### src/rtl/di_term_pkg.sv
// Shared constants for the di FIFO terminal: register map, status codes and FSM encodings.
package di_term_pkg;

  localparam logic [31:0] ADDR_DATA   = 32'd0;
  localparam logic [31:0] ADDR_STATUS = 32'd1;
  localparam logic [31:0] ADDR_CTRL   = 32'd2;

  localparam logic [15:0] ST_OK         = 16'h0000;
  localparam logic [15:0] ST_WR_TIMEOUT = 16'h0001;
  localparam logic [15:0] ST_RD_TIMEOUT = 16'h0002;
  localparam logic [15:0] ST_BAD_ADDR   = 16'h0003;

  localparam logic [1:0] RD_IDLE = 2'd0;
  localparam logic [1:0] RD_WAIT = 2'd1;
  localparam logic [1:0] RD_RDY  = 2'd2;

  localparam logic [0:0] WR_IDLE = 1'b0;
  localparam logic [0:0] WR_WAIT = 1'b1;

  localparam logic [31:0] BAD_ADDR_DATA = 32'hDEAD_BEEF;

endpackage

### src/rtl/di_sync_fifo.sv
// 32-bit synchronous FIFO with occupancy count and a flush that discards same-cycle push/pop.
module di_sync_fifo #(
  parameter int DEPTH_LOG2 = 4
) (
  input  logic                clk,
  input  logic                reset,
  input  logic                flush,
  input  logic                push,
  input  logic [31:0]         push_data,
  input  logic                pop,
  output logic [31:0]         head,
  output logic [DEPTH_LOG2:0] count,
  output logic                full,
  output logic                empty
);

  localparam int DEPTH = 1 << DEPTH_LOG2;

  logic [31:0]           mem [DEPTH];
  logic [DEPTH_LOG2-1:0] wr_ptr;
  logic [DEPTH_LOG2-1:0] rd_ptr;
  logic                  do_push;
  logic                  do_pop;

  // A pop on a full FIFO frees the slot the simultaneous push lands in.
  always_comb begin
    do_pop  = pop & ~empty & ~flush & ~reset;
    do_push = push & (~full | do_pop) & ~flush & ~reset;
  end

  always_ff @(posedge clk) begin
    if (do_push) begin
      mem[wr_ptr] <= push_data;
    end
  end

  always_ff @(posedge clk) begin
    if (reset || flush) begin
      wr_ptr <= {DEPTH_LOG2{1'b0}};
      rd_ptr <= {DEPTH_LOG2{1'b0}};
      count  <= {(DEPTH_LOG2 + 1){1'b0}};
    end else begin
      if (do_push) wr_ptr <= wr_ptr + {{(DEPTH_LOG2 - 1){1'b0}}, 1'b1};
      if (do_pop)  rd_ptr <= rd_ptr + {{(DEPTH_LOG2 - 1){1'b0}}, 1'b1};
      case ({do_push, do_pop})
        2'b10:   count <= count + {{DEPTH_LOG2{1'b0}}, 1'b1};
        2'b01:   count <= count - {{DEPTH_LOG2{1'b0}}, 1'b1};
        default: count <= count;
      endcase
    end
  end

  assign head  = mem[rd_ptr];
  assign full  = count[DEPTH_LOG2];
  assign empty = (count == {(DEPTH_LOG2 + 1){1'b0}});

endmodule

### src/rtl/di_fifo_terminal.sv
// di-bus terminal bridging host single-word reads/writes onto an h2f and an f2h FIFO,
// with bounded waits so the host bridge always gets a completion.
module di_fifo_terminal
  import di_term_pkg::*;
#(
  parameter logic [15:0] TERM_ADDR  = 16'h0010,
  parameter int          DEPTH_LOG2 = 4,
  parameter int          TIMEOUT    = 1024
) (
  input  logic        ifclk,
  input  logic        reset,
  input  logic [15:0] di_term_addr,
  input  logic [31:0] di_reg_addr,
  input  logic [31:0] di_len,
  input  logic        di_read_mode,
  input  logic        di_read_req,
  input  logic        di_read,
  output logic        di_read_rdy,
  output logic [31:0] di_reg_datao,
  input  logic        di_write_mode,
  input  logic        di_write,
  output logic        di_write_rdy,
  input  logic [31:0] di_reg_datai,
  output logic [15:0] di_transfer_status,
  output logic [31:0] h2f_data,
  output logic        h2f_valid,
  input  logic        h2f_ready,
  input  logic [31:0] f2h_data,
  input  logic        f2h_valid,
  output logic        f2h_ready
);

  localparam int            CW       = $clog2(TIMEOUT) + 1;
  localparam logic [CW-1:0] TMO_LAST = CW'(TIMEOUT - 1);
  localparam logic [CW-1:0] TMO_ONE  = CW'(1);

  logic                sel;
  logic [1:0]          rd_state;
  logic [0:0]          wr_state;
  logic [31:0]         addr;
  logic [CW-1:0]       tmo_cnt;
  logic                tmo_hit;
  logic [31:0]         rd_data;
  logic                write_mode_q;
  logic                wr_accept;
  logic                rd_accept;
  logic                flush;
  logic                h2f_push;
  logic                f2h_pop;
  logic                h2f_full;
  logic                h2f_empty;
  logic                f2h_full;
  logic                f2h_empty;
  logic [31:0]         f2h_head;
  logic [DEPTH_LOG2:0] h2f_count;
  logic [DEPTH_LOG2:0] f2h_count;
  logic                unused_inputs;

  assign unused_inputs = ^{di_len, di_read_mode};

  always_comb begin
    sel       = (di_term_addr == TERM_ADDR);
    tmo_hit   = (tmo_cnt == TMO_LAST);
    wr_accept = sel & di_write & (wr_state == WR_WAIT);
    rd_accept = sel & di_read & (rd_state == RD_RDY);
    flush     = wr_accept & (addr == ADDR_CTRL) & di_reg_datai[0];
    h2f_push  = wr_accept & (addr == ADDR_DATA) & ~h2f_full;
    f2h_pop   = rd_accept & (addr == ADDR_DATA) & (di_transfer_status != ST_RD_TIMEOUT);
    if (sel && (wr_state == WR_WAIT)) begin
      di_write_rdy = (addr == ADDR_DATA) ? (~h2f_full | tmo_hit) : 1'b1;
    end else begin
      di_write_rdy = 1'b0;
    end
    di_read_rdy  = sel & (rd_state == RD_RDY);
    di_reg_datao = sel ? rd_data : 32'd0;
    h2f_valid    = ~h2f_empty;
    f2h_ready    = ~f2h_full;
  end

  // Read and write FSMs share the address latch, status and timeout counter;
  // upstream never overlaps a read with a write.
  always_ff @(posedge ifclk) begin
    if (reset) begin
      rd_state           <= RD_IDLE;
      wr_state           <= WR_IDLE;
      addr               <= 32'd0;
      tmo_cnt            <= {CW{1'b0}};
      rd_data            <= 32'd0;
      write_mode_q       <= 1'b0;
      di_transfer_status <= ST_OK;
    end else begin
      write_mode_q <= di_write_mode;
      case (rd_state)
        RD_IDLE: begin
          if (di_read_req && sel) begin
            addr               <= di_reg_addr;
            di_transfer_status <= ST_OK;
            tmo_cnt            <= {CW{1'b0}};
            rd_state           <= RD_WAIT;
          end
        end
        RD_WAIT: begin
          case (addr)
            ADDR_DATA: begin
              if (!f2h_empty) begin
                rd_data  <= f2h_head;
                rd_state <= RD_RDY;
              end else if (tmo_hit) begin
                rd_data            <= 32'd0;
                di_transfer_status <= ST_RD_TIMEOUT;
                rd_state           <= RD_RDY;
              end else begin
                tmo_cnt <= tmo_cnt + TMO_ONE;
              end
            end
            ADDR_STATUS: begin
              rd_data  <= {16'(f2h_count), 16'(h2f_count)};
              rd_state <= RD_RDY;
            end
            ADDR_CTRL: begin
              rd_data  <= 32'd0;
              rd_state <= RD_RDY;
            end
            default: begin
              rd_data            <= BAD_ADDR_DATA;
              di_transfer_status <= ST_BAD_ADDR;
              rd_state           <= RD_RDY;
            end
          endcase
        end
        RD_RDY: begin
          if (rd_accept) rd_state <= RD_IDLE;
        end
        default: rd_state <= RD_IDLE;
      endcase
      case (wr_state)
        WR_IDLE: begin
          if (di_write_mode && !write_mode_q && sel) begin
            addr               <= di_reg_addr;
            di_transfer_status <= ST_OK;
            tmo_cnt            <= {CW{1'b0}};
            wr_state           <= WR_WAIT;
          end
        end
        WR_WAIT: begin
          if (wr_accept) begin
            case (addr)
              ADDR_DATA:   if (h2f_full) di_transfer_status <= ST_WR_TIMEOUT;
              ADDR_STATUS: ;
              ADDR_CTRL:   ;
              default:     di_transfer_status <= ST_BAD_ADDR;
            endcase
            wr_state <= WR_IDLE;
          end else if ((addr == ADDR_DATA) && h2f_full && !tmo_hit) begin
            tmo_cnt <= tmo_cnt + TMO_ONE;
          end
        end
        default: wr_state <= WR_IDLE;
      endcase
    end
  end

  di_sync_fifo #(.DEPTH_LOG2(DEPTH_LOG2)) u_h2f (
    .clk(ifclk), .reset(reset), .flush(flush),
    .push(h2f_push), .push_data(di_reg_datai), .pop(h2f_ready),
    .head(h2f_data), .count(h2f_count), .full(h2f_full), .empty(h2f_empty)
  );

  di_sync_fifo #(.DEPTH_LOG2(DEPTH_LOG2)) u_f2h (
    .clk(ifclk), .reset(reset), .flush(flush),
    .push(f2h_valid), .push_data(f2h_data), .pop(f2h_pop),
    .head(f2h_head), .count(f2h_count), .full(f2h_full), .empty(f2h_empty)
  );

endmodule

### config.mk
export PLATFORM = sky130hd
export DESIGN_NAME = di_fifo_terminal
export DESIGN_NICKNAME = d
export VERILOG_FILES = /design/src/rtl/di_term_pkg.sv /design/src/rtl/di_sync_fifo.sv /design/src/rtl/di_fifo_terminal.sv
export SDC_FILE = /design/constraint.sdc
export NUM_CORES = 1
export LEC_CHECK = 0
export CORE_MARGIN = 3
export CORE_UTILIZATION = 35
export CTS_CLUSTER_DIAMETER = 50
export DETAILED_ROUTE_END_ITERATION = 8
export SYNTH_ARGS = -nofsm -noshare
export SYNTH_HDL_FRONTEND = slang
export SYNTH_SLANG_ARGS = --single-unit
### constraint.sdc
create_clock -name ifclk -period 5.5 [get_ports ifclk]
set_input_delay 1.1 -clock ifclk [delete_from_list [all_inputs] [get_ports ifclk]]
set_output_delay 1.1 -clock ifclk [all_outputs]
set_load 0.005 [all_outputs]
After elaboration in Yosys (flattened, before gate mapping)
Memory sizes are Yosys's and may differ from the RTL's. A register that Yosys moved wholly into a read port is not among the register bits.
Index checks and enable logic that the tools add are counted.

cells by class
  equal/unequal tests = 15
  reduce and logical (&&, ||, !) cells = 18
  add/subtract/negate cells = 9
  mux-type cells = 48
  bitwise gates (word level) = 33

operators by type and width
  operator                                               number
  2-to-1 mux 32 bit                                      7
  case mux 16 bit (2 select lines)                       4
  2-to-1 mux 16 bit                                      6
  case mux 32 bit (3 select lines)                       1
  2-to-1 mux 11 bit                                      7
  case mux 11 bit (2 select lines)                       2
  equality test 32 x 1 -> 1 bit, second input constant   1
  equality test 32 x 2 -> 1 bit, second input constant   1
  zero test 32 bit                                       1
  AND 1 bit                                              23
  case mux 5 bit (2 select lines)                        2
  adder 4 x 1 -> 4 bit, second input constant            4
  equality test 16 x 5 -> 1 bit, second input constant   1
  2-to-1 mux 4 bit                                       4
  != test 16 x 2 -> 1 bit, second input constant         1
  adder 11 x 1 -> 11 bit, second input constant          1
  equality test 11 x 10 -> 1 bit, second input constant  1
  adder 5 x 1 -> 5 bit, second input constant            2
  zero test 5 bit                                        2
  2-to-1 mux 2 bit                                       5
  subtractor 5 x 1 -> 5 bit, second input constant       2
  2-to-1 mux 1 bit                                       8
  inverter 1 bit                                         7
  equality test 2 x 1 -> 1 bit, second input constant    3
  other kinds (15)                                       27

storage, ports and cells
  input port bits = 153
  bits in writable memories = 1024
  word-level logic and storage cells = 138
  output and inout bits = 84
  bits in registers = 121
  memories = 2

memory list
  memory     words  bits a word  rd ports  clocked after Yosys merged registers in  wr ports  line                source
  u_f2h.mem  16     32           1         1                                        1         di_sync_fifo.sv:19  logic [31:0] mem [DEPTH];
  u_h2f.mem  16     32           1         1                                        1         di_sync_fifo.sv:19

Longest topological paths before layout
  depth after elaboration = 14
  gate-level depth with buffers = 17
  mapped depth without buffers = 15

By module
Synthesis repeated with hierarchy kept, for this count alone.

second synthesis, totals
  cell total of the unflattened synthesis = 2344
  area total of the unflattened synthesis = 44440.1 um^2

modules (own cells, without submodules)
  module            cells an instance  area each (um^2)  instances
  di_sync_fifo      907                20115.5           2
  di_fifo_terminal  530                4209.0            1

Least setup slack after synthesis
Ideal clock, no wire load.

  path kind = input-to-reg
  start = input port di_term_addr[2]
  end = memory u_h2f.mem[0][0] (enable)
  stages on the path = 7
  arrival = 5.429 ns
  path buffers = 1
  library setup time = 0.501 ns
  path slack = -0.431 ns
  cell sequence = nor4b_1 and4_1 buf_4 and3_1 nor3b_4 nand2_4 nor4_1

between the ends
  cells in the longest elaborated chain, start to end = 14

ends and longest elaborated chain
  item                                        line                                    source
  start, declared                             di_fifo_terminal.sv:12                  input logic [15:0] di_term_addr,
  equality test 16 x 5 -> 1 bit (*)           di_fifo_terminal.sv:62                  sel = (di_term_addr == TERM_ADDR);
  AND 1 bit (*) (2 in a row)                  di_fifo_terminal.sv:64                  wr_accept = sel & di_write & (wr_state == WR_WAIT);
  AND 1 bit (2 in a row)                      di_fifo_terminal.sv:66                  flush = wr_accept & (addr == ADDR_CTRL) & di_reg_datai[0];
  inverter 1 bit                              di_sync_fifo.sv:27, di_sync_fifo.sv:28
  AND 1 bit (2 in a row)                      di_sync_fifo.sv:27                      do_pop = pop & ~empty & ~flush & ~reset;
  OR 1 bit                                    di_sync_fifo.sv:28                      do_push = push & (~full | do_pop) & ~flush & ~reset;
  AND 1 bit                                   di_sync_fifo.sv:28
  AND 1 bit (*) (2 in a row)                  di_sync_fifo.sv:28
  2-to-1 mux 1 bit (*)                        di_sync_fifo.sv:32                      if (do_push) begin
  2-to-1 mux 1 bit (not written as such) (*)  di_sync_fifo.sv:33                      mem[wr_ptr] <= push_data;
  end, declared                               di_sync_fifo.sv:19

Mark *: on every way between the ends. The rest lies on a longest branch, timed or not.

Final worst setup path
  start = input port di_term_addr[2]
  end = output port di_reg_datao[9]

between the ends
  cells in the longest elaborated chain, start to end = 2

ends and longest elaborated chain
  item                           line                    source
  equality test 16 x 5 -> 1 bit  di_fifo_terminal.sv:62
  2-to-1 mux 32 bit              di_fifo_terminal.sv:75  di_reg_datao = sel ? rd_data : 32'd0;
  end, declared                  di_fifo_terminal.sv:19  output logic [31:0] di_reg_datao,

Every way passes these cells.

==> flow_summary.yaml <==
outcome:
  run_status: "completed"
synth:
  synthDistinctLibCells: 63
  yosysWarningCount: 0
  synth_top_area_share_pct: 69.2
  synth_flop_cell: "edfxtp_1"
  synth_edf_count: 1024
  avgSynthCellArea_um2: 20.4
  seq_area_frac_synth_pct: 75.0
  netlist_top_cells_count: "1,024 x edfxtp_1, 320 x mux4_2, 129 x dfxtp_1, 97 x nand2_1, 90 x nor2_1"
  syn_inst: 2176
  async_flop_share_pct: 0
  synthesis.area_mm2: 0.0444
  syn_nets: 2349
  synth_area_leaders: "edfxtp_1 69%, mux4_2 16%, dfxtp_1 5.8%, and2_1 0.91%, a21oi_1 0.89%"
  synth_top_area_cell: "edfxtp_1"
  post-synth-top-count-cell: "edfxtp_1"
  synth_seq_cells: 1153
die:
  rows: 130
  die_area_mm2: 0.131
  start_util_pct: 35.3
  ios: 237
  die_w_um: 362
  core-area_mm2: 0.126
  die_y_um: 362
cells_and_area:
  final_core_utilization_pct: 42.3
  fin_area_mm2: 0.0532
  drive_gt1_share_pct: 25.1
  areaGrowthSynthToFinish_pct: 19.7
  final_nets: 2631
  nFillCells: 10852
  multi_input_area_mm2: 0.0107
  seq_area_mm2: 0.0334
drt:
  drc_errors: 0
  drt_wl_total_um: 103000
  ant_nets: 0
  wl_per_cell_um: 24.5
  drtIter0Drc: 2146
  route.vias.total: 22251
  first_pass_iters: 5
  post_drt_via_cell_ratio: 5.28
critical_path:
  cp_max_fo: 34
  r2r_cells: 8
  setup.worst_path.class: "in -> out"
  crit_chain: "clkdlybuf4s50_1 > nor4b_1 > and4_1 > buf_4 > and2_1 > clkdlybuf4s50_1"
  critPathMostFrequentCell: "clkdlybuf4s50_1"
  r2r_slack_ps: 1600
  r2r-start: "tmo_cnt[0]"
  arrival_ps: 3430
  crit_path_end_kind: "output port"
  cp_slowest_cell: "clkdlybuf4s50_1"
  setup.worst_path.start_class: "input port"
  r2r-end: "rd_data[19]"
  cp_data_required_time_ps: 4400
  cp_slowest_stage_delay_ps: 510
global_routing:
  first_global_vias: 23323
  grt.overflow.total: 0
  grt_antenna_before_repair: 16
  top_usage_layer: "met2"
  grt_max_degree: 85
  track_usage_pct: 15.6
  grt_use_met1_pct: 20.2
  use_met3_pct: 3.17
  grt_pass1_wl_um: 152000
  grt_use_met2_pct: 26.4
sta:
  setup_tns_ps: 0
  rsz0062_at_grt: "false"
  max_freq_mhz: 221
  post-route-min-period_ps: 4530
  slew_headroom_pct: 19.5
  worstMarginPinSlew_ps: 1210
  fin_skew_ps: 34.3
  hold_viol_final: 0
  setup_viol: 0
  post-route-period-util_pct: 82.4
  slew_viol_final: 0
cts:
  cts_hold_buf: 0
  clk_latency_ps: 750
  clk_pin_slew_worst_paths_ps: 60
  htreeDepth: 4
  numCtsBuffers: 131
  cts.path.max_buffers: 3
  cts_sinks: 1153
  cts-root-buf: "clkbuf_16"
  cts_tree: "done"
  cts_resized: 0
  cts_setup_buffers: 0
power_and_ir_drop:
  p_total_mw: 18.5
  vdd_drop_max_mv: 0.313
  p_leak_nw: 16.3
  power.density_mw_per_mm2: 348
min_path:
  min_from: "addr[2]"
  hold_depth: 2
  min_to: "addr[2]"
  hp-class: "reg -> reg"
placement:
  dp_hpwl_um: 57600
  port-buffer-count: 203
  dpl_cell_area_mm2: 0.0489
  place_congestion: 0.790
flow_run:
  drv_cap: 0
power breakdown:
| part | internal, mW | leakage [nW] | total, mW | switching [mW] |
|---|---|---|---|---|
| Clock | 5.21 | 2.11 | 8.64 | 3.43 |
| Sequential | 9.55 | 10.3 | 9.56 | 0.0106 |
| Combinational | 0.119 | 3.93 | 0.310 | 0.190 |
layer usage:
| metal | vias up | share of wire [%] |
|---|---|---|
| met5 | - | 0.040 |
| met1 | 11784 | 41 |
| met3 | 194 | 6.1 |
| met2 | 770 | 51 |
| li1 | 9497 | - |
| met4 | 6 | 2.5 |
state kept, by name, summed over array words and instances, names as in the netlist, 5 cells and up, named ones only:
signal and count:
u_h2f.count 5, u_f2h.count 5, rd_data 32, u_f2h.mem 512, addr 32, u_h2f.mem 512, di_transfer_status 16, tmo_cnt 11
how the worst max path moves through the flow:
stage                               start                to  slack (ps)  depth (start not counted)
after global placement    di_term_addr[2]    u_h2f.count[4]         670                         15
after detailed placement  di_term_addr[2]    u_h2f.count[4]         590                         15
after floorplan           di_term_addr[2]   u_h2f.mem[0][0]        -430                          7
after global routing      di_term_addr[2]  di_reg_datao[26]         790                          6
after CTS                        register      h2f_data[14]         920                          4
final                     di_term_addr[2]   di_reg_datao[9]         970                          6
area by class of cell:
type,instances,area share (%)
Tap cell,1650,3.88
Timing Repair Buffer,262,5.04
Antenna cell,5,0.0235
Clock inverter,68,1.45
Sequential cell,1153,62.7
Clock buffer,165,6.66
Inverter,16,0.113
Multi-Input combinational cell,894,20.2
kinds of logic after synthesis:
family,count (synthesis),share of synthesized area (%)
flops,1153,75.0
simple gates,387,4.61
mux,323,16.3
compound gates,139,1.84
buf+inv,129,1.20
xor+xnor,25,0.493
fa+ha+maj,20,0.580
critical path, delay by kind of cell:
family	cells	cell delay [ps]
simple gates	3	990
buf+inv	3	1300
metrics by stage:
stage | instances | worst slack [ps] | hold WS, ps
finish | 4213 | 969 | 463
global route | 4208 | 789 | 485
CTS | 4208 | 919 | 465
detailed placement | 3975 | 591 | 459
global placement | 3975 | 674 | 450
floorplan | 2176 | -431 | 442
cells in the final DEF (no fill, tap or decap), types with 14 or more instances in the layout:
cell type	synthesis	routed
clkbuf_16	0	136
nor3_1	36	32
and2_1	65	53
nand3_1	18	18
buf_12	0	17
nor2_1	90	81
o21ai_0	14	14
inv_1	16	16
buf_4	1	42
edfxtp_1	1024	1024
nand2_1	97	97
dfxtp_1	129	121
xor2_1	15	15
clkdlybuf4s50_1	0	202
clkbuf_1	60	25
ha_1	19	19
mux4_2	320	320
clkinv_1	0	18
a21oi_1	79	79
clkinv_2	0	16
Note: power is estimated with default switching activity, not from simulation.
